[src/rtl/fpa_pkg.sv]
`default_nettype none
// ============================================================================
//  Module      : fpa_pkg
//  Description : Shared field widths, constants and result class encoding
//                for the 8-bit minifloat (1 sign, 4 exp, 3 mant) adder.
//  Revision    : 1.0 - initial release
// ============================================================================
package fpa_pkg;

    localparam int EXP_W   = 4;
    localparam int MANT_W  = 3;
    localparam int WORD_W  = 8;
    localparam int CLASS_W = 3;

    localparam logic [EXP_W-1:0]  EXP_MAX   = 4'hF;
    localparam logic [WORD_W-1:0] CANON_NAN = 8'b0_1111_100;

    // Bit positions inside the 4-bit exception vector from the data path
    localparam int EXC_ZERO   = 3;
    localparam int EXC_OVF    = 2;
    localparam int EXC_UFL    = 1;
    localparam int EXC_INFNAN = 0;

    typedef enum logic [CLASS_W-1:0] {
        CLS_NORMAL = 3'd0,
        CLS_ZERO   = 3'd1,
        CLS_INF    = 3'd2,
        CLS_NAN    = 3'd3,
        CLS_UFLOW  = 3'd4
    } fpa_class_e;

    // One FIFO entry: class tag above the packed word (11 bits)
    typedef struct packed {
        fpa_class_e        cls;
        logic [WORD_W-1:0] word;
    } fpa_entry_t;

endpackage
`default_nettype wire

[src/rtl/fpa_result_packer_if.sv]
`default_nettype none
// ============================================================================
//  Module      : fpa_result_packer_if
//  Description : Input (adder done strobe) and output (valid/ready) bundle
//                of the result packer.
//  Revision    : 1.0 - initial release
// ============================================================================
interface fpa_result_packer_if;
    import fpa_pkg::*;

    logic                in_valid;
    logic                in_ready;
    logic                in_sign;
    logic [EXP_W-1:0]    in_exp;
    logic [MANT_W-1:0]   in_mant;
    logic [3:0]          in_except;
    logic                out_valid;
    logic                out_ready;
    logic [WORD_W-1:0]   out_data;
    logic [CLASS_W-1:0]  out_class;

    // Producer of results and consumer of packed words
    modport master (
        output in_valid, in_sign, in_exp, in_mant, in_except, out_ready,
        input  in_ready, out_valid, out_data, out_class
    );

    // The packer itself
    modport slave (
        input  in_valid, in_sign, in_exp, in_mant, in_except, out_ready,
        output in_ready, out_valid, out_data, out_class
    );

endinterface
`default_nettype wire

[src/rtl/fpa_sync_fifo.sv]
`default_nettype none
// ============================================================================
//  Module      : fpa_sync_fifo
//  Description : Small synchronous FIFO with occupancy count. Head entry is
//                presented combinationally from storage (no bypass).
//  Revision    : 1.0 - initial release
// ============================================================================
module fpa_sync_fifo #(
    parameter int DEPTH = 4,
    parameter int WIDTH = 11
) (
    input  wire logic             clk,
    input  wire logic             clr,
    input  wire logic             push,
    input  wire logic             pop,
    input  wire logic [WIDTH-1:0] wdata,
    output logic      [WIDTH-1:0] rdata,
    output logic                  full,
    output logic                  empty
);

    localparam int AW = $clog2(DEPTH);

    logic [WIDTH-1:0] r_mem [DEPTH];
    logic [AW-1:0]    r_wr_ptr;
    logic [AW-1:0]    r_rd_ptr;
    logic [AW:0]      r_count;

    // Storage write; cleared on reset so the head reads zero when empty
    always_ff @(posedge clk or negedge clr) begin
        if (!clr) begin
            for (int i = 0; i < DEPTH; i++) begin
                r_mem[i] <= '0;
            end
        end else if (push) begin
            r_mem[r_wr_ptr] <= wdata;
        end
    end

    // Pointers wrap naturally since DEPTH is a power of two
    always_ff @(posedge clk or negedge clr) begin
        if (!clr) begin
            r_wr_ptr <= '0;
            r_rd_ptr <= '0;
            r_count  <= '0;
        end else begin
            if (push) r_wr_ptr <= r_wr_ptr + AW'(1);
            if (pop)  r_rd_ptr <= r_rd_ptr + AW'(1);
            case ({push, pop})
                2'b10:   r_count <= r_count + (AW+1)'(1);
                2'b01:   r_count <= r_count - (AW+1)'(1);
                default: r_count <= r_count;
            endcase
        end
    end

    assign rdata = r_mem[r_rd_ptr];
    assign full  = (r_count == (AW+1)'(DEPTH));
    assign empty = (r_count == '0);

endmodule
`default_nettype wire

[src/rtl/fpa_result_packer.sv]
`default_nettype none
// ============================================================================
//  Module      : fpa_result_packer
//  Description : Captures finished adder results, applies special-value
//                encoding, buffers packed words in a FIFO and keeps sticky
//                status plus an accepted-result counter.
//  Revision    : 1.0 - initial release
// ============================================================================
module fpa_result_packer
    import fpa_pkg::*;
#(
    parameter int DEPTH = 4,
    parameter int CNT_W = 8
) (
    input  wire logic             clk,
    input  wire logic             clr,
    fpa_result_packer_if.slave    bus,
    input  wire logic             clr_sts,
    output logic [4:0]            sts,
    output logic [CNT_W-1:0]      res_cnt
);

    logic              w_push;
    logic              w_pop;
    logic              w_full;
    logic              w_empty;
    logic [WORD_W-1:0] w_enc_word;
    fpa_class_e        w_enc_class;
    fpa_entry_t        w_wr_entry;
    fpa_entry_t        w_rd_entry;
    logic [4:0]        w_sts_set;
    logic [4:0]        r_sts;
    logic [CNT_W-1:0]  r_res_cnt;
    logic              w_unused_infnan;

    // Classification is derived from the exponent field, not this flag
    assign w_unused_infnan = bus.in_except[EXC_INFNAN];

    assign w_push = bus.in_valid  & ~w_full;
    assign w_pop  = bus.out_valid & bus.out_ready;

    // Special-value encoding, first matching condition wins
    always_comb begin
        w_enc_word  = {bus.in_sign, bus.in_exp, bus.in_mant};
        w_enc_class = CLS_NORMAL;
        if (bus.in_except[EXC_ZERO]) begin
            w_enc_word  = '0;
            w_enc_class = CLS_ZERO;
        end else if (bus.in_except[EXC_OVF]) begin
            w_enc_word  = {bus.in_sign, EXP_MAX, {MANT_W{1'b0}}};
            w_enc_class = CLS_INF;
        end else if (bus.in_exp == EXP_MAX && bus.in_mant != '0) begin
            w_enc_word  = CANON_NAN;
            w_enc_class = CLS_NAN;
        end else if (bus.in_exp == EXP_MAX) begin
            w_enc_word  = {bus.in_sign, EXP_MAX, {MANT_W{1'b0}}};
            w_enc_class = CLS_INF;
        end else if (bus.in_except[EXC_UFL]) begin
            w_enc_word  = {bus.in_sign, {EXP_W{1'b0}}, {MANT_W{1'b0}}};
            w_enc_class = CLS_UFLOW;
        end
    end

    assign w_wr_entry.cls  = w_enc_class;
    assign w_wr_entry.word = w_enc_word;

    fpa_sync_fifo #(
        .DEPTH (DEPTH),
        .WIDTH ($bits(fpa_entry_t))
    ) u_fifo (
        .clk   (clk),
        .clr   (clr),
        .push  (w_push),
        .pop   (w_pop),
        .wdata (w_wr_entry),
        .rdata (w_rd_entry),
        .full  (w_full),
        .empty (w_empty)
    );

    assign bus.in_ready  = ~w_full;
    assign bus.out_valid = ~w_empty;
    assign bus.out_data  = w_rd_entry.word;
    assign bus.out_class = w_rd_entry.cls;

    // Status bits raised this cycle: overrun plus the class of a pushed word
    always_comb begin
        w_sts_set    = '0;
        w_sts_set[4] = bus.in_valid & w_full;
        if (w_push) begin
            case (w_enc_class)
                CLS_ZERO:  w_sts_set[0] = 1'b1;
                CLS_UFLOW: w_sts_set[1] = 1'b1;
                CLS_INF:   w_sts_set[2] = 1'b1;
                CLS_NAN:   w_sts_set[3] = 1'b1;
                default:   w_sts_set    = w_sts_set;
            endcase
        end
    end

    // Sticky status; a same-cycle set overrides the clear
    always_ff @(posedge clk or negedge clr) begin
        if (!clr) begin
            r_sts <= '0;
        end else begin
            r_sts <= (clr_sts ? 5'b0 : r_sts) | w_sts_set;
        end
    end

    // Accepted-result counter, wraps at 2^CNT_W
    always_ff @(posedge clk or negedge clr) begin
        if (!clr) begin
            r_res_cnt <= '0;
        end else if (w_push) begin
            r_res_cnt <= r_res_cnt + CNT_W'(1);
        end
    end

    assign sts     = r_sts;
    assign res_cnt = r_res_cnt;

endmodule
`default_nettype wire
[src/flat_wrapper.sv]
// flat-port wrapper written by rule: the top's interface ports become plain ports
module fpa_result_packer_flat import fpa_pkg::*;
#(
    parameter int DEPTH = 4,
    parameter int CNT_W = 8
)
  (clk, clr, clr_sts, sts, res_cnt, bus_in_valid, bus_in_sign, bus_in_exp, bus_in_mant, bus_in_except, bus_out_ready, bus_in_ready, bus_out_valid, bus_out_data, bus_out_class);
  fpa_result_packer_if bus_i ();
  input  wire logic clk;
  input  wire logic clr;
  input  wire logic clr_sts;
  output logic [4:0] sts;
  output logic [CNT_W-1:0] res_cnt;
  input wire logic [$bits(bus_i.in_valid)-1:0] bus_in_valid;
  input wire logic [$bits(bus_i.in_sign)-1:0] bus_in_sign;
  input wire logic [$bits(bus_i.in_exp)-1:0] bus_in_exp;
  input wire logic [$bits(bus_i.in_mant)-1:0] bus_in_mant;
  input wire logic [$bits(bus_i.in_except)-1:0] bus_in_except;
  input wire logic [$bits(bus_i.out_ready)-1:0] bus_out_ready;
  output wire logic [$bits(bus_i.in_ready)-1:0] bus_in_ready;
  output wire logic [$bits(bus_i.out_valid)-1:0] bus_out_valid;
  output wire logic [$bits(bus_i.out_data)-1:0] bus_out_data;
  output wire logic [$bits(bus_i.out_class)-1:0] bus_out_class;
  assign bus_i.in_valid = bus_in_valid;
  assign bus_i.in_sign = bus_in_sign;
  assign bus_i.in_exp = bus_in_exp;
  assign bus_i.in_mant = bus_in_mant;
  assign bus_i.in_except = bus_in_except;
  assign bus_i.out_ready = bus_out_ready;
  assign bus_in_ready = bus_i.in_ready;
  assign bus_out_valid = bus_i.out_valid;
  assign bus_out_data = bus_i.out_data;
  assign bus_out_class = bus_i.out_class;
  fpa_result_packer #(.DEPTH(DEPTH), .CNT_W(CNT_W)) u_core (.clk(clk), .clr(clr), .bus(bus_i), .clr_sts(clr_sts), .sts(sts), .res_cnt(res_cnt));
endmodule
[config.mk]
export PLATFORM = sky130hd
export DESIGN_NAME = fpa_result_packer_flat
export DESIGN_NICKNAME = d
export VERILOG_FILES = /design/src/rtl/fpa_pkg.sv /design/src/rtl/fpa_result_packer_if.sv /design/src/rtl/fpa_sync_fifo.sv /design/src/rtl/fpa_result_packer.sv /design/src/flat_wrapper.sv
export SDC_FILE = /design/constraint.sdc
export NUM_CORES = 1
export LEC_CHECK = 0
export ABC_AREA = 1
export CORE_AREA = 2 2 86 88
export CTS_BUF_LIST = sky130_fd_sc_hd__clkbuf_4
export CTS_CLUSTER_DIAMETER = 200
export DETAILED_ROUTE_END_ITERATION = 16
export DIE_AREA = 0 0 88 90
export MAX_ROUTING_LAYER = met4
export PLACE_DENSITY = 0.71
export SLEW_MARGIN = 10
export SYNTH_ARGS = -nofsm -noshare
export SYNTH_HDL_FRONTEND = slang
export SYNTH_HIERARCHICAL = 1
export SYNTH_SLANG_ARGS = --single-unit
export TNS_END_PERCENT = 50
[constraint.sdc]
create_clock -name clk -period 2.45 [get_ports clk]
set_clock_uncertainty 0.1 [all_clocks]
set_input_delay 0.245 -clock clk [delete_from_list [all_inputs] [get_ports clk]]
set_output_delay 0.245 -clock clk [all_outputs]
set_load 0.02 [all_outputs]
==> summary.md, run 1 <==
| Metric | Value |
|---|---|
| Total power | 4.84 mW |
| Largest family of logic cells by synthesized area | simple AND/OR/NAND/NOR gates |
| DR pass1 iterations | 4 |
| Power Density | between 1000 and 1500 nW/um2 |
| Number of global-route vias before repair | between 2000 and 3000 |
| Synth Area in XOR/XNOR | 1.81% |
| Post-route cell area | 3930 um2 |
| Critical Path Source Type | flop |
| CTS buffer count | 9 |
| Sw Pwr | 2.03 mW |
| DR iter-0 viols | around 180 |
| Skew-Pair Late Insertion Delay | 0.38 ns |
| Critical Path End Type | output pin |
| CTS max path bufs | 2 |
| Area contributors post-synth | dfrtp_1 (47%), nand2_1 (13%), inv_1 (6.8%) |
| Root Driver | clkbuf_4 |
| Combinational share of power | 50.2% |
| Pleak | between 1.5 and 2 nW |
| Final setup violation count | 0 |
| Number of flops mapped to enable cells by yosys | 0 |
| Min Tclk post-route | 2.26 ns |
| Core area | 7020 um2 |
| Initial Util | 48.1% |
| Maxcap violations | 0 |
| TritonCTS clock tree | done |
| Initial antenna violation count | 0 |
| Post-Synth Adder-Cell Area | 2.81% |
| GR Overflow Total | 0 |
| Post-synthesis instance area | 3380 um2 |
| Die width | 88 um |
| Status | finished, final reports clean |
| Vias per cell | 4.83 |
| Flops & latches, synth | 64 |
| Post-route ant nets | 0 |
| Synth area leader | dfrtp_1 |
| Area grow syn2layout | 16.4% |
| Largest net degree at the start of global routing | 47 |
| Fillers | 690 |
| GRT Util Overall | 19.4% |
| Die height | 90 um |
| VDD IR-drop max | 536 uV |
| P_int | 2.81 mW |
| Diodes inserted | 0 |
| Share of the synthesized area in the top cell type | around 47% |
| Ports | between 40 and 50 |
| DP Area | about 3800 um2 |
| Gpl congestion | 0.770 |
| Sequential area share after synthesis | 47.4% |
| Routed wire length | 6630 um |
| Mux contribution to synthesized area | 0% |
| PortBufs | 41 |
| CP arrival | 1.91 ns |
| Final worst path period share | 92.1% |
| H-Tree Depth | 3 |
| Setup bufs post-CTS | 0 |
| Synth top cells by count | nand2_1 (119), dfrtp_1 (64), inv_1 (61) |
| Rel. slew slack | between 40% and 50% |
| Drc violations | 0 |
| Layout cells sized above 1 | 13.5% |
| Layout Nets | 456 |
| Syn Inst Count | 389 |
| Avg Cell Area, Syn | 8.69 um2 |
| Global-route wire length before repair | ~12000 um |
| Inst Count DP | 519 |
| Fin util | between 50% and 60% |
| Least-Margin Pin Slew | 0.886 ns |
| Clock share of power | 13.5% |
| Clock sink count | 64 |
| Count leader, synth | nand2_1 |
| Fin cells | 536 |
| Yosys warnings | 6 |
| Setup Total Neg Slack | 0 ns |
| Row count | 31 |
| Net Sw Frac | 42.0% |
| Via count | about 2600 |
| Sequential Power Share | a little over a third |
| Final Max Tran Viols | 0 |
| Synthesized net count | 413 |
| Max FO, Critical Path | 4 |
| Req. time, crit path | 2.11 ns |
| Hold WC Path Type | flop to flop |
| Worst-path clk slew | 0.09 ns |
| Die footprint | 7920 um2 |
| Asr flop ratio synth | 100% |
| Complex-gate fraction of the synthesized area | about 15% |
| Post-synth cell types | 27 |
| Final hold vios | 0 |
| RSZ-0062 raised after global routing | no |
| Main synth FF type | dfrtp_1 |
| Synth Area in Simple Gates | 20.4% |
| WL per Instance | ~12 um |
| Critical path class | flop to output pin |
| Hpwl dp | 4510 um |
| Max Fclk | 443 MHz |
[path summary, 6_finish.rpt]
path,startpoint,cells past startpoint,slack [ns],end
max,u_core/u_fifo/r_count[1]$_DFFE_PN0P_,3,0.19,bus_in_ready
min,u_core/u_fifo/r_mem[40]$_DFFE_PN0P_,2,0.39,u_core/u_fifo/r_mem[40]$_DFFE_PN0P_
max reg2reg,u_core/u_fifo/r_count[1]$_DFFE_PN0P_,10,0.33,u_core/u_fifo/r_count[2]$_DFFE_PN0P_
min reg2reg,u_core/u_fifo/r_mem[40]$_DFFE_PN0P_,2,0.39,u_core/u_fifo/r_mem[40]$_DFFE_PN0P_
max in group asynchronous,clr,3,1.15,u_core/res_cnt[6]$_DFFE_PN0P_
min in group asynchronous,clr,2,0.42,u_core/u_fifo/r_mem[32]$_DFFE_PN0P_
[layer usage]
| metal | up-vias | routed length, um | GRT usage [%] |
|---|---|---|---|
| li1 | 1315 | - | - |
| met1 | 1193 | 3220 | 25.5 |
| met2 | 78 | 3040 | 29.9 |
| met3 | 4 | 327 | 3.40 |
| met4 | 0 | 50 | 7.18 |
| met5 | - | 0 | - |
[repair_timing]
action                                  CTS  global route
resized for setup                         0             1
hold buffers                              1             0
hold endpoints to repair                 37             0
endpoints found under the setup margin    0             5
[layout make-up]
class	instances	area [um2]	area share (%)
tap	99	124	3.15
clock buffer	10	75.1	1.91
timing repair buffer	48	473	12.0
sequential	64	1600	40.7
multi-input combinational	245	1370	34.7
clock inverter	6	50.0	1.27
inverter	64	244	6.20
[sequential cells by signal, indices dropped and copies added, names as in the netlist]
| name | flops |
|---|---|
| u_core/u_fifo/r_mem | 44 |
| u_core/res_cnt | 8 |
| u_core/sts | 5 |
| u_core/u_fifo/r_count | 3 |
| u_core/u_fifo/r_rd_ptr | 2 |
| u_core/u_fifo/r_wr_ptr | 2 |
[power by group through the flow]
stage                     combinational, mW  clock (mW)  sequential (mW)
final                                  2.43       0.651             1.76
after global routing                   2.71       0.740             1.82
after CTS                              2.45       0.675             1.76
after detailed placement               2.44           0             1.77
after global placement                 2.38           0             1.75
after floorplan                        1.72           0             1.79
[through the flow]
step           setup WS [ns]  hold WS (ns)
5_1_grt               0.0214         0.415
2_1_floorplan          0.297        -0.151
6_report               0.193         0.390
3_3_place_gp           0.339         0.306
3_5_place_dp           0.311         0.319
4_1_cts               0.0311         0.391
[layout by cell type (no fill, tap or decap), drive strengths merged]
master,netlist,routed
a22oi,1,1
buf,14,7
bufinv,0,1
clkbuf,2,10
clkdlybuf4s50,0,40
clkinv,0,5
clkinvlp,0,1
dfrtp,64,64
dlygate4sd3,0,1
fa,1,1
ha,6,6
inv,64,63
nand2,125,125
nand3,11,11
nand4,4,4
nor2,12,12
nor3,4,4
nor4,1,1
o211ai,22,22
o21ai,51,51
xnor2,2,2
xor2,5,5
[kinds of logic after synthesis]
| kind of cell | Yosys count |
|---|---|
| flops | 64 |
| simple gates | 157 |
| compound gates | 74 |
| buf+inv | 80 |
| xor+xnor | 7 |
| fa+ha+maj | 7 |
[critical path, cell delays in order (launching register included)]
cell and delay, ns:
dfrtp_1 0.42, nor3_1 0.47, inv_2 0.09, clkdlybuf4s50_1 0.56
Note: power is estimated with default switching activity, not from simulation.
==> inputs of run 2 (changes only) <==
CORE_AREA = 2 2 82 84   (was 2 2 86 88)
DIE_AREA = 0 0 84 86   (was 0 0 88 90)
PLACE_DENSITY = 0.77   (was 0.71)
==> run 2 against run 1 <==
Die area shrank 8.8%. Register-to-register slack about the same. Hold slack is essentially flat. Count of clock-buffer cells in the layout increased by 2. Via count is 0.23% lower. Worst setup slack improved by 0.026 ns. Global-route usage increased by 0.67 points. Wire length decreased by 2.2%. Maximum frequency up 1.2%. Combinational power about the same. Critical path type unchanged.
==> summary.md, run 2 (synthesis results as in run 1) <==
| Metric | Value |
|---|---|
| PortBufs | 41 (unchanged) |
| Reg2Reg Depth | 10 (unchanged) |
| Status | finished, final reports clean (unchanged) |
| Critical Path End Type | output pin (unchanged) |
| Setup bufs post-CTS | 0 (unchanged) |
| Skew-Pair Late Insertion Delay | 0.38 ns (about the same) |
| Hpwl dp | 4400 um (was 4510 um) |
| Vias per cell | 5.07 (was 4.83) |
| Core area | 6280 um2 (was 7020 um2) |
| Fillers | 555 (was 690) |
| Power Density | 1230 nW/um2 (about the same) |
| DP Worst Slack | 0.333 ns (was 0.311 ns) |
| Clock sink count | 64 (unchanged) |
| Post-route cell area | 3860 um2 (was 3930 um2) |
| Rel. slew slack | 46.0% (was 41.0%) |
| DP Area | 3750 um2 (was 3790 um2) |
| Initial antenna violation count | 0 (unchanged) |
| CP arrival | 1.89 ns (was 1.91 ns) |
| Root Driver | clkbuf_4 (unchanged) |
| Maxcap violations | 0 (unchanged) |
| Critical path class | flop to output pin (unchanged) |
| GR Overflow Total | 0 (unchanged) |
| Fin util | 61.6% (was 56.0%) |
| CP bufs+invs | 2 (unchanged) |
| Drc violations | 0 (unchanged) |
| DR pass1 iterations | 6 (was 4) |
| Diodes inserted | 0 (unchanged) |
| Gpl congestion | 0.804 (was 0.770) |
| Global-route wire length before repair | 11200 um (was 11700 um) |
| Final Max Tran Viols | 0 (unchanged) |
| GRT Util Overall | 20.0% (was 19.4%) |
| Min Tclk post-route | 2.23 ns (was 2.26 ns) |
| Post-route ant nets | 0 (unchanged) |
| CP max stage delay | 0.55 ns (was 0.56 ns) |
| Pleak | 1.91 nW (was 1.93 nW) |
| Layout cells sized above 1 | 13.4% (was 13.5%) |
| Max Fclk | 448 MHz (was 443 MHz) |
| Cell count along the critical path | 3 (unchanged) |
| Final hold vios | 0 (unchanged) |
| Critical Path Source Type | flop (unchanged) |
| Ports | 43 (unchanged) |
| Initial Util | 53.8% (was 48.1%) |
| RSZ-0062 raised after global routing | no (unchanged) |
| Die width | 84 um (was 88 um) |
| Die footprint | 7220 um2 (was 7920 um2) |
| Most common cell after layout, fill and taps aside | nand2_1 (unchanged) |
| CTS buffer count | 9 (unchanged) |
| Area grow syn2layout | 14.3% (was 16.4%) |
| Critical path's slowest cell | clkdlybuf4s50_1 (unchanged) |
| Fin Hold WS | 0.390 ns (about the same) |
| Number of global-route vias before repair | 2496 (was 2649) |
| Hold WC Path Type | flop to flop (unchanged) |
| Max FO, Critical Path | 4 (unchanged) |
| Layout Nets | 454 (was 456) |
| Worst-path clk slew | 0.09 ns (about the same) |
| Req. time, crit path | 2.11 ns (about the same) |
| VDD IR-drop max | 648 uV (was 536 uV) |
| CP delay by family, top | buffers and inverters (unchanged) |
| Most frequent cells in the layout | nand2_1 (119), dfrtp_1 (64), inv_1 (60) (unchanged) |
| Routed wire length | 6490 um (was 6630 um) |
| Final worst path period share | 91.0% (was 92.1%) |
| WL per Instance | 12.7 um (was 12.4 um) |
| Setup Total Neg Slack | 0 ns (unchanged) |
| Count of cells along the worst hold path | 2 (unchanged) |
| H-Tree Depth | 3 (unchanged) |
| TritonCTS clock tree | done (unchanged) |
| CTS max path bufs | 2 (unchanged) |
| Top reg by flops | u_core/u_fifo/r_mem (unchanged) |
| Die height | 86 um (was 90 um) |
| Least-Margin Pin Slew | 0.810 ns (was 0.886 ns) |
| Crit-path cells | nor3_1 > inv_2 > clkdlybuf4s50_1 (unchanged) |
| Largest net degree at the start of global routing | 65 (was 47) |
| Via count | 2584 (was 2590) |
| Final setup violation count | 0 (unchanged) |
| DR iter-0 viols | 180 (was 176) |
| Max FFs per register | 44 (unchanged) |
| PnR worst setup slack | 0.219 ns (was 0.193 ns) |
| Row count | 29 (was 31) |
## run 2: cell types whose count changed in the layout (fill, tap and decap cells not counted)
cell | before | now
bufinv_16 | 1 | 0
clkinv_1 | 4 | 1
clkbuf_4 | 10 | 12
buf_4 | 5 | 3
## run 2: worst paths after layout
| kind | startpoint | to | slack [ns] |
|---|---|---|---|
| max in group asynchronous | clr | u_core/u_fifo/r_wr_ptr[1]$_DFFE_PN0P_ | 1.25 |
| worst max register to register | u_core/u_fifo/r_count[1]$_DFFE_PN0P_ | u_core/u_fifo/r_count[2]$_DFFE_PN0P_ | 0.32 |
| worst max-delay path | u_core/u_fifo/r_count[1]$_DFFE_PN0P_ | bus_in_ready | 0.22 |
| worst min-delay path | u_core/u_fifo/r_mem[21]$_DFFE_PN0P_ | u_core/u_fifo/r_mem[21]$_DFFE_PN0P_ | 0.39 |
| min in group asynchronous | clr | u_core/u_fifo/r_mem[34]$_DFFE_PN0P_ | 0.44 |
| worst min register to register | u_core/u_fifo/r_mem[21]$_DFFE_PN0P_ | u_core/u_fifo/r_mem[21]$_DFFE_PN0P_ | 0.39 |
## run 2: layout make-up
class	instances	area, um2	area share (%)
Tap cell	77	96.3	2.49
Inverter	64	244	6.31
Timing Repair Buffer	46	458	11.9
Clock inverter	2	8.76	0.227
Sequential cell	64	1600	41.5
Clock buffer	12	90.1	2.33
Multi-Input combinational cell	245	1370	35.3
## run 2: worst register-to-register path, cell delays in order, from the launching register on
cell	delay (ns)
dfrtp_1	0.43
nor3_1	0.43
nor2_4	0.07
inv_1	0.07
ha_1	0.16
inv_1	0.07
fa_1	0.38
nand2_1	0.11
nand3_1	0.09
nand2_1	0.07
nand2_1	0.05
## run 2: repair_timing
action | in CTS | in global routing
endpoints found under the setup margin | 0 | 10
endpoints found under the hold margin | 64 | 0
gates resized for setup | 0 | 1
hold buffers | 1 | 0
## run 2: layer usage
layer / global-route usage (%) / vias to the layer above / share of wire (%)
met1: 26.2 / 1215 / 50
met4: 7.48 / 0 / 0.71
li1: - / 1313 / -
met2: 31.5 / 52 / 45
met5: - / - / 0
met3: 3.56 / 4 / 4.0
## run 2: metrics by stage
step,total power [mW],instances
finish,4.74,510
floorplan,3.51,389
detailed placement,4.21,495
global placement,4.12,495
CTS,4.79,510
global route,5.16,510
## run 2: report_power, final
part | switching (mW) | internal [mW]
Sequential | 0.282 | 1.48
Clock | 0.330 | 0.228
Combinational | 1.41 | 1.02
==> patch 1 (flow settings as in run 2) <==
`DEPTH` is set to 4 in 3 places; all go to 2.
--- a/src/rtl/fpa_sync_fifo.sv
+++ b/src/rtl/fpa_sync_fifo.sv
@@ -8,3 +8,3 @@
 module fpa_sync_fifo #(
-    parameter int DEPTH = 4,
+    parameter int DEPTH = 2,
     parameter int WIDTH = 11
--- a/src/rtl/fpa_result_packer.sv
+++ b/src/rtl/fpa_result_packer.sv
@@ -11,3 +11,3 @@
 #(
-    parameter int DEPTH = 4,
+    parameter int DEPTH = 2,
     parameter int CNT_W = 8
--- a/src/flat_wrapper.sv
+++ b/src/flat_wrapper.sv
@@ -3,3 +3,3 @@
 #(
-    parameter int DEPTH = 4,
+    parameter int DEPTH = 2,
     parameter int CNT_W = 8
Behaviour: not the same (a bounded check fails within 4 cycles, from zero or initial values).
==> patch 1 against run 2 <==
Critical path depth is 1 lower; combinational power is 46% lower; critical endpoint is now bus_out_data[0]; die area stayed put; final area is 35% lower; sequential cell count is 25 lower; global-route usage is 7.8 points lower; synthesized area is 41% lower; synthesized cell count is 36% lower; power is 43% lower; wire length is 37% lower; count of clock-buffer cells in the layout is 7 lower; setup slack better by 0.047 ns; sequential power is 37% lower.
==> patch 1: results (changes against run 2) <==
- Unique masters post-synth: 25 (-7.4%)
- Vias in the first global route: 1548 (-38%)
- Syn Nets: 269 (-35%)
- Drt first pass iters: 4 (-2)
- Max reg flops: 22 (-50%)
- Initial detailed-routing violation count: 92 (-49%)
- RR Endpoint: u_core/u_fifo/r_mem[7]
- Setup TNS: 0 ns (unchanged)
- Fin nets: 312 (-31%)
- R2r worst-path depth: 5 (-5)
- Clk Latency, worst-skew pair: 0.34 ns (-0.04 ns)
- Min-Delay Startpoint: u_core/u_fifo/r_mem[4]
- Synth top area cells: dfrtp_1 49%, nand2_1 14%, inv_1 8.3%
- I/O Buffers: 41 (unchanged)
- Crit path from: u_core/u_fifo/r_rd_ptr
- Largest fanout on the critical path: 23 (+19)
- Max stage delay on crit path: 0.66 ns (+0.11 ns)
- Antenna violations before repair: 0 (unchanged)
- Cell-internal power: 0.00156 W (-43%)
- Slew HR: 0.431 (-0.0291)
- Drt via density: 4.45 (-12%)
- Static leakage power: 1.21 nW (-37%)
- Share of layout cells above drive strength 1: 0.109 (-0.0247)
- WL met3: 152 um (-42%)
- H-Tree Depth: 2 (-1)
- Gr usage total: 0.123 (-0.0777)
- First-pass GRT wire length: 7010 um (-38%)
- Tightest Hold Check Type: register to register
- Largest net degree at the start of global routing: 40 (-38%)
- Routed length on met2: 1860 um (-37%)
- Slowest CP cell: clkdlybuf4s50_1
- Post-DP HPWL: 3000 um (-32%)
- CTS Buf Count: 5 (-4)
- Sequential share of the synthesized area: 0.489 (+0.0148)
- Hold EP: u_core/u_fifo/r_mem[4]
- Arr. time, crit path: 1.84 ns (-0.05 ns)
- IR drop worst, VDD: 0.530 mV (-18%)
- Reg2Reg Setup Slack: 0.65 ns (+0.33 ns)
- Post-synth top cells: 75 x nand2_1, 44 x inv_1, 39 x dfrtp_1
- Fill count: 648 (+17%)
- Routability cong.: 0.853 (+6.1%)
- Status: finished clean
- DRT met1 WL: 1990 um (-39%)
-- patch 1: cell count changes after synthesis, sizes merged, moves of 4 or more --
cell	delta
o211ai	-22
o21ai	-13
ha	-4
dfrtp	-25
nand2	-48
inv	-16
buf	-11
-- patch 1: logic make-up (layout without fill, tap and decap cells) --
| logic type | count (synthesis) | after routing | share of synthesized area |
|---|---|---|---|
| buf+inv | 55 | 98 | 0.115 |
| compound gates | 39 | 39 | 0.120 |
| simple gates | 110 | 110 | 0.242 |
| fa+ha+maj | 2 | 2 | 0.0125 |
| flops | 39 | 39 | 0.489 |
| xor+xnor | 5 | 5 | 0.0219 |
-- patch 1: repair_timing --
item | CTS | global route
setup endpoints to repair | 0 | 10
gates resized for setup | 0 | 1
hold endpoints to repair | 39 | 0
hold buffers | 1 | 0
-- patch 1: how the worst max path moves through the flow --
stage,endpoint,slack [ns],cells past startpoint
finish,bus_out_data[0],0.27,2
floorplan,u_core/u_fifo/r_mem[13],0.90,9
detailed placement,u_core/u_fifo/r_mem[7],0.41,5
CTS,bus_out_class[2],0.08,3
global route,bus_out_data[2],0.17,2
global placement,u_core/u_fifo/r_mem[9],0.46,6
-- patch 1: power groups by stage --
stage	clock, W	combinational [W]	sequential (W)
2_1_floorplan	0	0.000792	0.00112
3_3_place_gp	0	0.00129	0.00111
3_5_place_dp	0	0.00132	0.00112
4_1_cts	0.000315	0.00132	0.00111
5_1_grt	0.000338	0.00145	0.00115
6_report	0.000299	0.00131	0.00111
-- patch 1: through the flow --
| stage | instances | worst slack (ns) | hold WS, ns | area [um^2] | utilization |
|---|---|---|---|---|---|
| final | 370 | 0.267 | 0.397 | 2530 | 0.403 |
| after global routing | 370 | 0.168 | 0.420 | 2530 | 0.403 |
| after CTS | 370 | 0.0790 | 0.401 | 2530 | 0.402 |
| after detailed placement | 362 | 0.406 | 0.307 | 2470 | 0.393 |
| after global placement | 362 | 0.460 | 0.295 | 2470 | 0.393 |
| after floorplan | 250 | 0.903 | -0.151 | 2000 | - |
-- patch 1: area by class of cell --
class                   instances  area [um^2]  area share
clock inverters                 2         8.76     0.00347
flip-flops and latches         39          977       0.387
well taps                      77         96.3      0.0381
clock buffers                   5         37.5      0.0149
repair buffers                 43          435       0.172
inverters                      48          180      0.0713
multi-input cells             156          792       0.313
-- patch 1: metal layers --
metal / track usage / vias up
met3: 0.0269 / 7
met2: 0.188 / 47
li1: - / 861
met4: 0.0396 / 0
met1: 0.163 / 731
met5: - / -
-- patch 1: critical path: cells and delay by family (launching register included) --
kind / cells / cell delay [ns]
compound gates: 1 / 0.29
buf+inv: 1 / 0.66
flops: 1 / 0.56
